$ cat src/rtl/mat2_loader_if.sv
// mat2_loader_if: element stream in, packed 2x2 matrix rows out
interface mat2_loader_if #(parameter int ELEM_W = 8, parameter int DEPTH = 2);
  localparam int LW = $clog2(DEPTH) + 1;
  logic [ELEM_W-1:0]   in_data;
  logic                in_valid;
  logic                in_ready;
  logic                flush;
  logic [2*ELEM_W-1:0] l1;
  logic [2*ELEM_W-1:0] l2;
  logic                out_valid;
  logic                out_ready;
  logic [LW-1:0]       level;
  logic [1:0]          elem_idx;
  modport master (
    output in_data, in_valid, flush, out_ready,
    input  in_ready, l1, l2, out_valid, level, elem_idx
  );
  modport slave (
    input  in_data, in_valid, flush, out_ready,
    output in_ready, l1, l2, out_valid, level, elem_idx
  );
endinterface

$ cat src/rtl/mat2_loader.sv
// mat2_loader: packs a,b,c,d elements into {a,b},{c,d} rows and queues whole matrices
module mat2_loader #(
  parameter int ELEM_W = 8,
  parameter int DEPTH  = 2
) (
  input logic          clk,
  input logic          rst,
  mat2_loader_if.slave bus
);
  localparam int AW = $clog2(DEPTH);
  localparam int LW = AW + 1;
  logic [1:0]          idx_q, idx_d;
  logic [3*ELEM_W-1:0] asm_q, asm_d;
  logic [AW-1:0]       wr_q, wr_d, rd_q, rd_d;
  logic [LW-1:0]       level_q, level_d;
  logic [4*ELEM_W-1:0] mem_q [DEPTH];
  logic [4*ELEM_W-1:0] head;
  logic                accept, push, pop, out_valid;
  assign out_valid    = level_q != '0;
  assign bus.in_ready = !(idx_q == 2'd3 && level_q == LW'(DEPTH));
  assign accept       = bus.in_valid && bus.in_ready && !bus.flush;
  assign push         = accept && idx_q == 2'd3;
  assign pop          = out_valid && bus.out_ready;
  assign head         = mem_q[rd_q];
  assign bus.out_valid = out_valid;
  assign bus.l1       = out_valid ? head[4*ELEM_W-1:2*ELEM_W] : '0;
  assign bus.l2       = out_valid ? head[2*ELEM_W-1:0] : '0;
  assign bus.level    = level_q;
  assign bus.elem_idx = idx_q;
  // Partial elements shift in, so after a,b,c the register holds {a,b,c}.
  always_comb begin
    idx_d   = bus.flush ? 2'd0 : accept ? idx_q + 2'd1 : idx_q;
    asm_d   = bus.flush ? '0 : accept ? {asm_q[2*ELEM_W-1:0], bus.in_data} : asm_q;
    wr_d    = push ? wr_q + AW'(1) : wr_q;
    rd_d    = pop ? rd_q + AW'(1) : rd_q;
    level_d = level_q + LW'(push) - LW'(pop);
  end
  always_ff @(posedge clk) begin
    if (rst) begin
      idx_q   <= '0;
      asm_q   <= '0;
      wr_q    <= '0;
      rd_q    <= '0;
      level_q <= '0;
      for (int i = 0; i < DEPTH; i++) mem_q[i] <= '0;
    end else begin
      idx_q   <= idx_d;
      asm_q   <= asm_d;
      wr_q    <= wr_d;
      rd_q    <= rd_d;
      level_q <= level_d;
      if (push) mem_q[wr_q] <= {asm_q, bus.in_data};
    end
  end
endmodule

$ cat src/flat_wrapper.sv
// flat-port wrapper written by rule: the top's interface ports become plain ports
module mat2_loader_flat 
#(
  parameter int ELEM_W = 8,
  parameter int DEPTH  = 2
)
  (clk, rst, bus_in_data, bus_in_valid, bus_flush, bus_out_ready, bus_in_ready, bus_l1, bus_l2, bus_out_valid, bus_level, bus_elem_idx);
  mat2_loader_if #(.ELEM_W(ELEM_W), .DEPTH(DEPTH)) bus_i ();
  input logic clk;
  input logic rst;
  input wire logic [$bits(bus_i.in_data)-1:0] bus_in_data;
  input wire logic [$bits(bus_i.in_valid)-1:0] bus_in_valid;
  input wire logic [$bits(bus_i.flush)-1:0] bus_flush;
  input wire logic [$bits(bus_i.out_ready)-1:0] bus_out_ready;
  output wire logic [$bits(bus_i.in_ready)-1:0] bus_in_ready;
  output wire logic [$bits(bus_i.l1)-1:0] bus_l1;
  output wire logic [$bits(bus_i.l2)-1:0] bus_l2;
  output wire logic [$bits(bus_i.out_valid)-1:0] bus_out_valid;
  output wire logic [$bits(bus_i.level)-1:0] bus_level;
  output wire logic [$bits(bus_i.elem_idx)-1:0] bus_elem_idx;
  assign bus_i.in_data = bus_in_data;
  assign bus_i.in_valid = bus_in_valid;
  assign bus_i.flush = bus_flush;
  assign bus_i.out_ready = bus_out_ready;
  assign bus_in_ready = bus_i.in_ready;
  assign bus_l1 = bus_i.l1;
  assign bus_l2 = bus_i.l2;
  assign bus_out_valid = bus_i.out_valid;
  assign bus_level = bus_i.level;
  assign bus_elem_idx = bus_i.elem_idx;
  mat2_loader #(.ELEM_W(ELEM_W), .DEPTH(DEPTH)) u_core (.clk(clk), .rst(rst), .bus(bus_i));
endmodule
$ cat config.mk
export PLATFORM = sky130hd
export DESIGN_NAME = mat2_loader_flat
export DESIGN_NICKNAME = d
export VERILOG_FILES = /design/src/rtl/mat2_loader_if.sv /design/src/rtl/mat2_loader.sv /design/src/flat_wrapper.sv
export SDC_FILE = /design/constraint.sdc
export NUM_CORES = 1
export LEC_CHECK = 0
export CAP_MARGIN = 20
export CORE_ASPECT_RATIO = 1.1
export CORE_MARGIN = 5
export CORE_UTILIZATION = 30
export DETAILED_ROUTE_END_ITERATION = 8
export GPL_TIMING_DRIVEN = 1
export PLACE_DENSITY = 0.55
export RECOVER_POWER = 50
export SLEW_MARGIN = 20
export SYNTH_ARGS = -nofsm -noshare
export SYNTH_HDL_FRONTEND = slang
export SYNTH_SLANG_ARGS = --single-unit
$ cat constraint.sdc
create_clock -name clk -period 2.9 [get_ports clk]
set_clock_uncertainty 0.15 [all_clocks]
set_input_delay 0.29 -clock clk [delete_from_list [all_inputs] [get_ports clk]]
set_output_delay 0.29 -clock clk [all_outputs]
set_load 0.005 [all_outputs]
### Yosys cells after proc, flatten, opt, wreduce, memory -nomap -nowiden

Memories as Yosys holds them, arrays and structs flattened. A register that Yosys moved wholly into a read port is not among the register bits.
Index checks and enable logic that the tools add are counted.

| storage, ports and cells | value |
|---|---|
| register bits | 30 |
| memory bits (writable) | 64 |
| bits of input ports | 13 |
| output and inout port bits | 38 |
| logic and storage cells | 35 |
| memories kept | 1 |

| cells by class | value |
|---|---|
| add/subtract/negate cells | 5 |
| eq/ne operators | 2 |
| multiplexer cells | 12 |
| reduce and logical (&&, ||, !) cells | 10 |

Memories:

| memory | depth | width | read ports | clocked after memory_dff | wr ports | RTL line | text |
|---|---|---|---|---|---|---|---|
| u_core.mem_q | 2 | 32 | 1 | 1 | 2 | mat2_loader.sv:16 | `logic [4*ELEM_W-1:0] mem_q [DEPTH];` |

Operator list:

| kind | number |
|---|---|
| $mux W16 | 2 |
| $mux W32 | 1 |
| $reduce_or A32 Y1 | 1 |
| $mux W1 | 9 |
| $logic_and A1 B1 Y1 | 5 |
| $eq A2 B2 Y1 const B | 2 |
| $add A1 B1 Y1 const B | 2 |
| $add A2 B1 Y2 | 1 |
| $add A2 B1 Y2 const B | 1 |
| $logic_not A1 Y1 | 2 |
| $reduce_bool A2 Y1 | 1 |
| $reduce_or A2 Y1 | 1 |
| $sub A2 B1 Y2 | 1 |

### Longest topological paths before layout

| depth | value |
|---|---|
| depth in word-level cells | 11 |
| mapped depth | 6 |
| mapped depth without buffers | 6 |

### Worst setup path after synthesis

Ideal clock, no wire load.

| timing path | value |
|---|---|
| path kind | register -> register |
| start | reg u_core.idx_q[0] (netlist: u_core.bus.elem_idx[0]) |
| end | mem u_core.mem_q[0][0] (netlist name) (enable) |
| arrival | 1.702 ns |
| setup slack | 0.660 ns |
| cell stages (with the launch flop) | 5 |
| period minus slack after synthesis | 2.240 ns |
| path through | dfxtp_1 ha_1 nand2_1 nor3_1 a21o_1 |

RTL lines:

| item | RTL line | text |
|---|---|---|
| start: declaration | mat2_loader.sv:12 | `logic [1:0] idx_q, idx_d;` |
| start signal: assignment | mat2_loader.sv:47 | `idx_q <= idx_d;` |
| end: declaration | mat2_loader.sv:16 |  |

==> tab_implementation.tex <==
\begin{tabular}{lr}
\hline
Metric & Value \\
\hline
\multicolumn{2}{l}{\textbf{Floorplanning}} \\
\quad Core Footprint & 13,700 um2 \\
\quad Width of the die & 122 um \\
\quad Vertical extent of the die & 133 um \\
\quad Initial cell density of the core & 30.2\% \\
\quad Total Die Area & 16,200 um2 \\
\quad Io pins & 51 \\
\quad Row cnt & 45 \\
\multicolumn{2}{l}{\textbf{Setup path}} \\
\quad Critical path's largest stage delay & 0.64 ns \\
\quad Library cell contributing the largest single delay on the critical path & dfxtp\_2 \\
\quad Family of cells with the greatest summed delay on the critical path & buffers and inverters \\
\quad R2r worst-path depth & 5 \\
\quad Worst setup SP type & flop \\
\quad Largest fanout on the critical path & 19 \\
\quad Worst Path Class, Setup & flop to output pin \\
\quad Type of destination of the critical path & output pin \\
\quad Crit path required time & 2.46 ns \\
\quad Worst path buffer plus inverter count & 2 \\
\quad Cells along the critical path & buf\_12, mux2i\_1, nor2\_1, clkdlybuf4s50\_1 \\
\quad Total number of cells along the worst setup path & 4 \\
\quad CP Data Arrival Time & 2.00 ns \\
\multicolumn{2}{l}{\textbf{CTS}} \\
\quad Hold-fix buffers, CTS & 0 \\
\quad Clock-pin slew reported for the worst setup and hold paths after clock tree synthesis & 0.07 ns \\
\quad Number of setup buffers added after CTS & 0 \\
\quad Sinks on Clock Net & 95 \\
\quad Clock latency of the later-clocked register in the worst-skew pair & 0.34 ns \\
\quad Clock Path Buffers & 2 \\
\quad CTS H-tree lvls & 3 \\
\quad Clock buffers created by TritonCTS & 9 \\
\quad Clock tree from TritonCTS & yes \\
\quad Clock Tree Root & clkbuf\_16 \\
\quad CTS-repair resized insts & 0 \\
\multicolumn{2}{l}{\textbf{Drt}} \\
\quad Wirelength, routed & 7930 um \\
\quad Vias per cell & 4.33 \\
\quad Final routed wire length divided by cell count & 13.6 um \\
\quad Post-route DRC & 0 \\
\quad Number of routed nets with antenna violations & 0 \\
\quad Length of the first detailed-routing pass in iterations & 4 \\
\quad Via count & 2,514 \\
\quad Detailed Route Iter0 Violations & 68 \\
\multicolumn{2}{l}{\textbf{Timing}} \\
\quad RSZ-0062 raised after global routing & no \\
\quad Post-layout min period & 2.44 ns \\
\quad Maximum achievable frequency & 409 MHz \\
\quad Remaining max-slew budget at the tightest pin & 30.5\% \\
\quad Number of hold violations in the final report & 0 \\
\quad Crit share post-route & 84.2\% \\
\quad Final setup violating endpoints & 0 \\
\quad Final setup TNS & 0 ns \\
\quad Transition time at the pin with the least slew margin & 1.04 ns \\
\quad Number of max-slew violations in the final report & 0 \\
\multicolumn{2}{l}{\textbf{Cells and area}} \\
\quad Final layout net count & 403 \\
\quad Fraction of final layout cells sized beyond drive strength 1 & 9.67\% \\
\quad Number of antenna diodes & 0 \\
\quad Layout fillers & 1,334 \\
\quad Syn-to-layout area delta & 24.9\% \\
\multicolumn{2}{l}{\textbf{Global route}} \\
\quad Maximum number of pins on one net before global-route repair & 34 \\
\quad Number of antenna violations at the first check in global routing & 0 \\
\quad Grt total ovfl & 0 \\
\quad Aggregate global-route resource usage & 10.3\% \\
\quad Global-route wire length before repair & 13,000 um \\
\quad Number of global-route vias before repair & 2,657 \\
\multicolumn{2}{l}{\textbf{Pwr}} \\
\quad Leak Pwr & 1.79 nW \\
\quad Flop pwr share & 47.2\% \\
\quad Clock power frac & 39.6\% \\
\quad Post-layout total power & 3.22 mW \\
\quad Power per cell area & 623 nW/um2 \\
\quad Net switching share of the total power & 23.2\% \\
\quad Net Sw Power & 748 uW \\
\quad Combinational Power Share & 13.2\% \\
\quad Cell internal pwr & 2.47 mW \\
\quad Maximum vdd ir drop & 0.000334 V \\
\multicolumn{2}{l}{\textbf{Yosys}} \\
\quad Number of warnings issued by yosys & 0 \\
\quad Share of the yosys chip area belonging to registers & 61.4\% \\
\quad Yosys reg bits & 95 \\
\quad Synthesized area & 4140 um2 \\
\quad Post-Synthesis Net Count & 352 \\
\quad Syn Inst Count & 337 \\
\quad Average footprint of a synthesized cell & 12.3 um2 \\
\quad Distinct cells, synth & 31 \\
\multicolumn{2}{l}{\textbf{Status}} \\
\quad Run status & complete, no violations \\
\multicolumn{2}{l}{\textbf{Placement}} \\
\quad Gpl congestion & 0.764 \\
\quad Post-detail-place hpwl & 5230 um \\
\quad Quantity of I/O buffers inserted on ports & 50 \\
\multicolumn{2}{l}{\textbf{Run}} \\
\quad Max-cap viol count & 0 \\
\multicolumn{2}{l}{\textbf{Worst hold path}} \\
\quad Hold/Removal Path Class & flop to flop \\
\quad Worst Hold Depth & 2 \\
\hline
\end{tabular}
cell usage in the layout, fill, tap and decap left out, types with 2 or more instances in the layout:
cell	instances
clkbuf_1	2
and2_1	44
edfxtp_1	64
bufinv_16	2
and2_2	6
nor2_2	2
clkdlybuf4s50_1	45
mux2i_1	57
inv_6	3
nor2b_1	2
nor2_1	35
inv_1	4
dfxtp_1	30
nor3_1	2
nand2_1	36
dlygate4sd3_1	5
clkbuf_16	9
a21o_1	2
buf_4	6
ha_1	2
and2_0	15
nor4_4	2
flip-flops by register name (all words and copies together), names as in the netlist, named ones only:
name and flops:
u_core.mem_q 64, u_core.asm_q 24, u_core.bus.elem_idx 2, u_core.bus.level 2, u_core.rd_q 1, u_core.wr_q 1
final timing paths:
check	endpoint	startpoint	slack [ns]
setup / recovery	bus_l1[0]	flop	0.46
hold / removal	u_core.asm_q[16]$_SDFFE_PP0P_	u_core.asm_q[16]$_SDFFE_PP0P_	0.33
setup reg to reg	u_core.mem_q[0][25]$_SDFFCE_PN0P_	u_core.bus.elem_idx[0]$_SDFFE_PP0P_	0.74
hold reg to reg	u_core.asm_q[16]$_SDFFE_PP0P_	u_core.asm_q[16]$_SDFFE_PP0P_	0.33
synthesized netlist by cell type:
cell type  count  share of area (%)
and2_1        59                8.9
mux2i_1       57                 14
o21bai_1       1               0.18
ha_1           2               0.60
nand2b_1       1               0.15
buf_6          3               0.82
and2_2         6                1.1
o21ai_1        1               0.12
nor2b_1        2               0.30
buf_2          6               0.73
nor2_1        36                3.3
clkbuf_1       5               0.45
nand3b_1       1               0.18
clkbuf_2       6               0.73
inv_1          4               0.36
and2b_4        1               0.24
xor2_1         1               0.21
or2_1          1               0.15
dfxtp_1       31                 15
nor4_1         1               0.15
o21ai_0        1               0.12
nor3_1         2               0.24
nor4_4         2                1.0
nor2_2         1               0.15
o31a_2         1               0.24
edfxtp_1      64                 46
nand2_1       36                3.3
a21o_1         2               0.36
mux2_2         1               0.27
xnor2_1        1               0.21
nand4b_1       1               0.21
power groups by stage:
stage | sequential (mW) | combinational [mW] | clock (mW)
after floorplan | 1.53 | 0.243 | 0
after global placement | 1.55 | 0.435 | 0
after detailed placement | 1.55 | 0.440 | 0
after CTS | 1.52 | 0.442 | 1.31
after global routing | 1.53 | 0.471 | 1.36
final | 1.52 | 0.424 | 1.28
cell families (layout without fill, tap and decap cells):
group,after synthesis,in the layout,synth area share [%]
adder cells (fa/ha/maj),2,2,0.605
XOR/XNOR,2,2,0.423
AND/OR/NAND/NOR,150,150,19.4
AO/OA/AOI/OAI,6,6,1.03
flip-flops,95,95,61.4
multiplexers,58,58,14.1
buffers and inverters,24,80,3.08
metrics by stage:
step	hold WS, ns	cells	utilization (%)	setup slack [ns]	instance area [um2]
after floorplan	0.282	337	-	0.660	4140
after global placement	0.307	565	35.5	0.584	4850
after detailed placement	0.315	565	35.5	0.522	4850
after CTS	0.329	581	37.9	0.380	5180
after global routing	0.349	581	37.8	0.313	5170
final	0.325	581	37.8	0.457	5170
metal layers:
metal	track usage [%]	share of wire, %
met1	12.3	43
met2	17.8	52
met3	2.93	3.9
met4	3.18	1.1
met5	0	0
worst min-delay path: cells and delay by family (launching register included):
family / cells / cell delay (ns)
and+or+nand+nor: 1 / 0.06
DFF: 1 / 0.32
muxes: 1 / 0.05
area by class of cell:
| type | instances | area, um2 | area share (%) |
|---|---|---|---|
| Clock buffer | 9 | 225 | 4.36 |
| Clock inverter | 7 | 103 | 1.98 |
| Inverter | 4 | 15.0 | 0.290 |
| Multi-Input combinational cell | 218 | 1470 | 28.4 |
| Sequential cell | 95 | 2540 | 49.2 |
| Tap cell | 188 | 235 | 4.55 |
| Timing Repair Buffer | 60 | 578 | 11.2 |
No activity file was read; power rests on OpenSTA's default activity.
